**src/rtl/debounce_multi.sv**
```systemverilog
// -----------------------------------------------------------------------------
// debounce_multi
//
// Multi-channel pushbutton/switch debouncer. Each channel has a 2-flop
// synchronizer, a 4-state lock-out FSM and its own counter, so raw pins can
// connect directly. A debounced press is reported as soon as the synchronized
// input goes high. Further input changes are ignored for DB_CYCLES clocks on
// each transition.
//
// Optional feature: define DEBOUNCE_HOLD_EN to compile in long-press
// detection. A single `hold` pulse is produced HOLD_CYCLES clocks after the
// channel enters HIGH_WAIT. When the macro is not defined, `hold` is tied to 0
// and the counter does not run in HIGH_WAIT.
//
// Parameters:
//   CH          number of independent channels (>= 1)
//   DB_CYCLES   lock-out time in clk cycles (>= 2)
//   HOLD_CYCLES long-press threshold in clk cycles (> DB_CYCLES)
//
// Ports:
//   clk    in  1   clock
//   rst_n  in  1   asynchronous active-low reset
//   signal in  CH  raw asynchronous inputs, active-high
//   level  out CH  debounced level
//   r_edg  out CH  1-cycle pulse on each debounced rising edge
//   f_edg  out CH  1-cycle pulse on each debounced falling edge
//   ready  out CH  channel idle and armed for a new press
//   hold   out CH  1-cycle long-press pulse (0 without DEBOUNCE_HOLD_EN)
// -----------------------------------------------------------------------------
module debounce_multi #(
  parameter int CH          = 4,
  parameter int DB_CYCLES   = 5_000_000,
  parameter int HOLD_CYCLES = 50_000_000
) (
  input  logic          clk,
  input  logic          rst_n,
  input  logic [CH-1:0] signal,
  output logic [CH-1:0] level,
  output logic [CH-1:0] r_edg,
  output logic [CH-1:0] f_edg,
  output logic [CH-1:0] ready,
  output logic [CH-1:0] hold
);

`ifdef DEBOUNCE_HOLD_EN
  localparam int CNT_MAX = (DB_CYCLES > HOLD_CYCLES) ? DB_CYCLES : HOLD_CYCLES;
`else
  localparam int CNT_MAX = DB_CYCLES;
`endif
  localparam int CNT_W = $clog2(CNT_MAX);

  localparam logic [CNT_W-1:0] DB_LAST = CNT_W'(DB_CYCLES - 1);
`ifdef DEBOUNCE_HOLD_EN
  localparam logic [CNT_W-1:0] HOLD_LAST = CNT_W'(HOLD_CYCLES - 1);
`endif

  // Reject parameter sets that would let the counter wrap or make
  // long-press detection meaningless.
  if (DB_CYCLES < 2 || HOLD_CYCLES <= DB_CYCLES) begin : g_bad_params
    $error("debounce_multi: need DB_CYCLES >= 2 and HOLD_CYCLES > DB_CYCLES");
  end

  typedef enum logic [1:0] {
    IDLE      = 2'd0,
    HIGH_LOCK = 2'd1,
    HIGH_WAIT = 2'd2,
    LOW_LOCK  = 2'd3
  } state_t;

  // Two-flop synchronizer for every channel.
  logic [CH-1:0] s1_reg;
  logic [CH-1:0] s_reg;

  always_ff @(posedge clk or negedge rst_n) begin
    if (!rst_n) begin
      s1_reg <= '0;
      s_reg  <= '0;
    end else begin
      s1_reg <= signal;
      s_reg  <= s1_reg;
    end
  end

  for (genvar gi = 0; gi < CH; gi++) begin : g_ch
    state_t           state_reg, state_next;
    logic [CNT_W-1:0] cnt_reg, cnt_next;
    logic             r_edg_reg, r_edg_next;
    logic             f_edg_reg, f_edg_next;
`ifdef DEBOUNCE_HOLD_EN
    logic             hold_reg, hold_next;
    logic             hold_done_reg, hold_done_next;
`endif

    always_ff @(posedge clk or negedge rst_n) begin
      if (!rst_n) begin
        state_reg     <= IDLE;
        cnt_reg       <= '0;
        r_edg_reg     <= 1'b0;
        f_edg_reg     <= 1'b0;
`ifdef DEBOUNCE_HOLD_EN
        hold_reg      <= 1'b0;
        hold_done_reg <= 1'b0;
`endif
      end else begin
        state_reg     <= state_next;
        cnt_reg       <= cnt_next;
        r_edg_reg     <= r_edg_next;
        f_edg_reg     <= f_edg_next;
`ifdef DEBOUNCE_HOLD_EN
        hold_reg      <= hold_next;
        hold_done_reg <= hold_done_next;
`endif
      end
    end

    always_comb begin
      state_next     = state_reg;
      cnt_next       = cnt_reg;
      r_edg_next     = 1'b0;
      f_edg_next     = 1'b0;
`ifdef DEBOUNCE_HOLD_EN
      hold_next      = 1'b0;
      hold_done_next = hold_done_reg;
`endif
      case (state_reg)
        IDLE: begin
          if (s_reg[gi]) begin
            state_next = HIGH_LOCK;
            cnt_next   = '0;
            r_edg_next = 1'b1;
          end
        end
        HIGH_LOCK: begin
          if (cnt_reg == DB_LAST) begin
            state_next = HIGH_WAIT;
            cnt_next   = '0;
`ifdef DEBOUNCE_HOLD_EN
            hold_done_next = 1'b0;
`endif
          end else begin
            cnt_next = cnt_reg + CNT_W'(1);
          end
        end
        HIGH_WAIT: begin
          if (!s_reg[gi]) begin
            state_next = LOW_LOCK;
            cnt_next   = '0;
            f_edg_next = 1'b1;
          end
`ifdef DEBOUNCE_HOLD_EN
          else if (cnt_reg != HOLD_LAST) begin
            cnt_next = cnt_reg + CNT_W'(1);
          end
          // Saturated counter plus the done flag gives one pulse per press.
          if (cnt_reg == HOLD_LAST && !hold_done_reg) begin
            hold_next      = 1'b1;
            hold_done_next = 1'b1;
          end
`endif
        end
        LOW_LOCK: begin
          if (cnt_reg == DB_LAST) begin
            state_next = IDLE;
            cnt_next   = '0;
          end else begin
            cnt_next = cnt_reg + CNT_W'(1);
          end
        end
        default: begin
          state_next = IDLE;
          cnt_next   = '0;
        end
      endcase
    end

    // Level and ready decode straight from the state register.
    assign level[gi] = (state_reg == HIGH_LOCK) || (state_reg == HIGH_WAIT);
    assign ready[gi] = (state_reg == IDLE);
    assign r_edg[gi] = r_edg_reg;
    assign f_edg[gi] = f_edg_reg;
`ifdef DEBOUNCE_HOLD_EN
    assign hold[gi]  = hold_reg;
`else
    assign hold[gi]  = 1'b0;
`endif
  end

endmodule

```
**config.mk**
```make
export PLATFORM = sky130hd
export DESIGN_NAME = debounce_multi
export DESIGN_NICKNAME = d
export VERILOG_FILES = /design/src/rtl/debounce_multi.sv
export SDC_FILE = /design/constraint.sdc
export NUM_CORES = 1
export LEC_CHECK = 0
export CAP_MARGIN = 20
export CORE_MARGIN = 3
export CORE_UTILIZATION = 30
export CTS_CLUSTER_SIZE = 25
export DETAILED_ROUTE_END_ITERATION = 8
export DONT_BUFFER_PORTS = 1
export PLACE_DENSITY = 0.51
export SLEW_MARGIN = 10
export SYNTH_ARGS = -nofsm -noshare
export SYNTH_HDL_FRONTEND = slang
export SYNTH_SLANG_ARGS = --single-unit
```
**constraint.sdc**
```tcl
create_clock -name clk -period 2.8 [get_ports clk]
set_input_delay 0.28 -clock clk [delete_from_list [all_inputs] [get_ports clk]]
set_output_delay 0.28 -clock clk [all_outputs]
set_load 0.01 [all_outputs]
```
# Yosys cells after proc, flatten, opt, wreduce, memory -nomap -nowiden
# Cells that the tools add are included.
# totals
elab_cells	126
out_inout_bits	20
latchBits	0
n_memories	0
register_bits	116
ramBits	0
romBits	0
# op_classes
n_lt_le_gt_ge	0
reduce_logical	20
shift	0
div	0
addsub	4
bitwise_logic	0
n_eq_ne	32
mul	0
n_mux	52
# op_table
cell	n
23-bit 2-to-1 mux	12
23-bit case mux with 3 select lines	4
23-bit by 1-bit adder with 23-bit output, second input constant	4
23-bit == test, second input constant	4
2-bit 2-to-1 mux	16
2-bit case mux with 4 select lines	4
2-bit inequality test, second input constant	12
2-bit == test, second input constant	8
1-bit 2-to-1 mux	16
4-bit AND reduction	4
2-bit by 1-bit == test with 1-bit output, second input constant	4
2-bit zero test	4
2-bit by 1-bit inequality test with 1-bit output, second input constant	4
2-bit AND reduction	4
2-bit OR reduction	4
1-bit logical OR	4

# Longest topological paths before layout
# depth
ltp_word	3
mapped_depth	8
depth_no_buf	7

# Worst setup path before layout
# OpenSTA, ideal clock, no wires.
# synth_timing
path_kind	register -> register
startpoint	register g_ch[3].state_reg[0]
endpoint	register g_ch[3].cnt_reg[11]
setup_time_ps	77
stages_incl_launch_ff	8
path_buffers	0
setup_slack_ps	839
t_arrival_ps	1884
cell_sequence	dfrtp_1 > inv_1 > ha_1 > mux2_2 > nor3_4 > nand2_1 > or3_1 > a21oi_1
# synth_between
elab_chain_cells	3
# synth_rtl
item	line_no	rtl
start, declared	85	state_t state_reg, state_next;
start signal, assigned	105	state_reg <= state_next;
2-bit zero test (*)	-	
net ready[3]	41	output logic [CH-1:0] ready,
2-bit by 1-bit inequality test with 1-bit output (no line)	-	
2-bit AND reduction (no line)	-	
end signal, assigned	106	cnt_reg <= cnt_next;
end, declared	86	logic [CNT_W-1:0] cnt_reg, cnt_next;
# Mark *: on every way through the listed nets, which the timed path passes. The rest lies on a longest branch.
# A chain may end at the register's enable or synchronous reset.

# Worst setup path in the final report
# Ends and elaborated chain as after synthesis.

==> impl_metrics.yaml <==
outcome:
  outcome: "finished, violations left"
  failed_checks: "negative hold slack"
global_routing:
  grt_max_degree: 117
  grt_usage: 0.127
  grt_pass1_vias: 4913
  grt_remaining_overflow: 0
  antenna_found_initial: 0
  grt_pass1_wl_mm: 23.7
setup_path:
  slowest_stage: "mux2_2"
  cp.required_ns: 3.13
  end_kind: "flop"
  critPathBufInv: 1
  reg2reg_setup_slack_ns: 0.46
  reg2regPathDepth: 7
  critPathMaxFanout: 15
  reg2reg_to: "g_ch[3].cnt_reg[11]"
  rr_startpoint: "g_ch[3].state_reg[0]"
  crit_arrival_ns: 2.67
  cpLargestDelayFamily: "simple AND/OR/NAND/NOR gates"
  crit_path_start_kind: "flop"
  crit_type: "flop to flop"
  crit_chain: "inv_1 > ha_1 > mux2_2 > nor3_4 > nand2_1 > or3_1 > a21oi_1"
  max_stage_delay_ns: 0.44
logic_synthesis:
  synth_area_leader_cell: "dfrtp_1"
  synthCells: 651
  synth.ff_latch_count: 116
  synth_top_area_share: 0.462
  async_reset_ff_frac: 1.00
  yosysSeqAreaShare: 0.462
  ys_types: 63
  synthesis.area_mm2: 0.00629
  syn_avg_cell_area_um2: 9.66
  netlist_top_cells_area: "dfrtp_1, nand3_1, ha_1"
  synth.top_cells.by_count: "dfrtp_1, nand3_1, nand2_1"
  yosysMostFrequentCell: "dfrtp_1"
  synth_ff_type: "dfrtp_1"
  yosys_warnings: 0
  synth_edf_count: 0
pwr:
  p_leak_nw: 3.00
  switching_share: 0.364
  vdd_drop_max_v: 0.000330
  power_frac_seq: 0.328
  combPwrFrac: 0.330
  clockPowerShare: 0.342
  p_per_area_mw_per_mm2: 856
  intPower_mw: 3.87
  p_sw_mw: 2.21
die:
  rows: 52
  start_util: 0.308
  die_h_um: 151
  io_pins: 26
  die_w_um: 151
  core-area_mm2: 0.0204
  dieArea_mm2: 0.0227
timing:
  slew_viol_final: 0
  worst_pin_slew_ns: 0.590
  whs_ns: -0.432
  fmax_mhz: 427
  finalSetupViolCount: 0
  period_needed_ns: 2.34
  finClkSkew_ns: 0.00768
  tns_ns: 0
  rsz0062_at_grt: "false"
  relSlewSlack: 0.604
  fin_crit_sh: 0.836
  setup_ws_ns: 0.460
  hold_viol: 116
placed_design:
  dp_slack_ns: 0.451
  hpwl_mm: 9.07
  io_buffers: 0
  gp_congestion: 0.810
  dpl.cell_count: 900
  place_area_mm2: 0.00650
clock_tree:
  cts_setup_buffers: 0
  cts_buffer_depth: 2
  path_clk_slew_ns: 0.05
  cts-resized-gates: 0
  root_buffer: "clkbuf_16"
  hold_buffers: 4
  tritoncts: "yes"
  clock_sinks: 116
  cts_buffers: 17
  clkLatencyLatePin_ns: 0.41
  htreeDepth: 4
finish:
  largest_reg_flops: 92
  finalNetCount: 679
  final_cells: 934
  drive_gt1_frac: 0.0873
  stdcell_area_mm2: 0.00711
  syn_to_final_growth_pct: 13.0
  n_antenna_cell: 0
route:
  ant_nets: 0
  via_per_inst: 5.17
  drt-wirelength-per-cell_um: 14.5
  drc: 0
  vias: 4830
  routed_wl_mm: 13.6
  drt_first_pass_iters: 5
  drtIter0Drc: 365
flow_run:
  drv_cap: 0
min_path:
  hold_class: "input pin to asynchronous set/reset pin"
cell usage in the layout (no fill, tap or decap), drive strengths merged, types with 7 or more instances in the layout:
master  count
nor3       15
nor2       65
clkbuf     25
a21oi      10
buf         7
mux2        7
and3        9
nand4      24
o21ai      32
nor4       12
ha         20
a22o       16
nor2b       9
and2        7
a21o       11
nand3      69
o311ai      9
inv        21
nand2      67
dfrtp     116
xor2       26
or4        12
per-layer routing:
layer  track usage  vias up  wire length, um
li1              -     2365                -
met1         0.160     2401             6430
met2         0.215       50             6710
met3        0.0218       14              232
met4        0.0562        0              204
met5             0        -                0
cell type report:
cell class                 count  area [um2]
clock buffer                  25         485
sequential                   116        2900
inverter                      21        78.8
fill                        2058       13300
clock inverter                 5        75.1
tap                          270         338
timing repair buffer          11        92.6
multi-input combinational    486        3130
cells by family (layout without fill, tap and decap cells):
group | count (synthesis) | after routing | synth area share
compound gates | 105 | 105 | 0.118
xor+xnor | 30 | 30 | 0.0418
fa+ha+maj | 20 | 20 | 0.0398
buf+inv | 52 | 62 | 0.0422
flops | 116 | 116 | 0.462
mux | 12 | 12 | 0.0205
other cells | 1 | 4 | 0.000596
simple gates | 315 | 315 | 0.275
per-stage QoR:
stage               total power, mW  utilization
floorplan                      3.58            -
global placement               4.00        0.318
detailed placement             4.04        0.318
CTS                            6.16        0.348
global route                   6.49        0.348
finish                         6.08        0.348
worst register-to-register path, stage by stage (launching register included):
cell	delay, ns
dfrtp_1	0.39
inv_1	0.08
ha_1	0.29
mux2_2	0.44
nor3_4	0.42
nand2_1	0.16
or3_1	0.33
a21oi_1	0.15
power groups by stage:
stage               Sequential [mW]  Clock [mW]  Combinational, mW
floorplan                      1.97           0               1.62
global placement               2.01           0               1.99
detailed placement             2.02           0               2.02
CTS                            2.00        2.13               2.03
global route                   2.02        2.22               2.26
finish                         1.99        2.08               2.00
worst max path at each step:
| stage | depth (start not counted) | slack [ns] | start | to |
|---|---|---|---|---|
| after global routing | 7 | 0.22 | g_ch[0].state_reg[0] | g_ch[0].cnt_reg[15] |
| after CTS | 7 | 0.42 | g_ch[3].state_reg[0] | g_ch[3].cnt_reg[11] |
| after floorplan | 7 | 0.84 | g_ch[3].state_reg[0] | g_ch[3].cnt_reg[11] |
| final | 7 | 0.46 | g_ch[3].state_reg[0] | g_ch[3].cnt_reg[11] |
| after detailed placement | 7 | 0.45 | g_ch[3].state_reg[0] | g_ch[3].cnt_reg[11] |
| after global placement | 7 | 0.51 | g_ch[3].state_reg[0] | g_ch[3].cnt_reg[11] |
No activity file was read; power rests on OpenSTA's default activity.
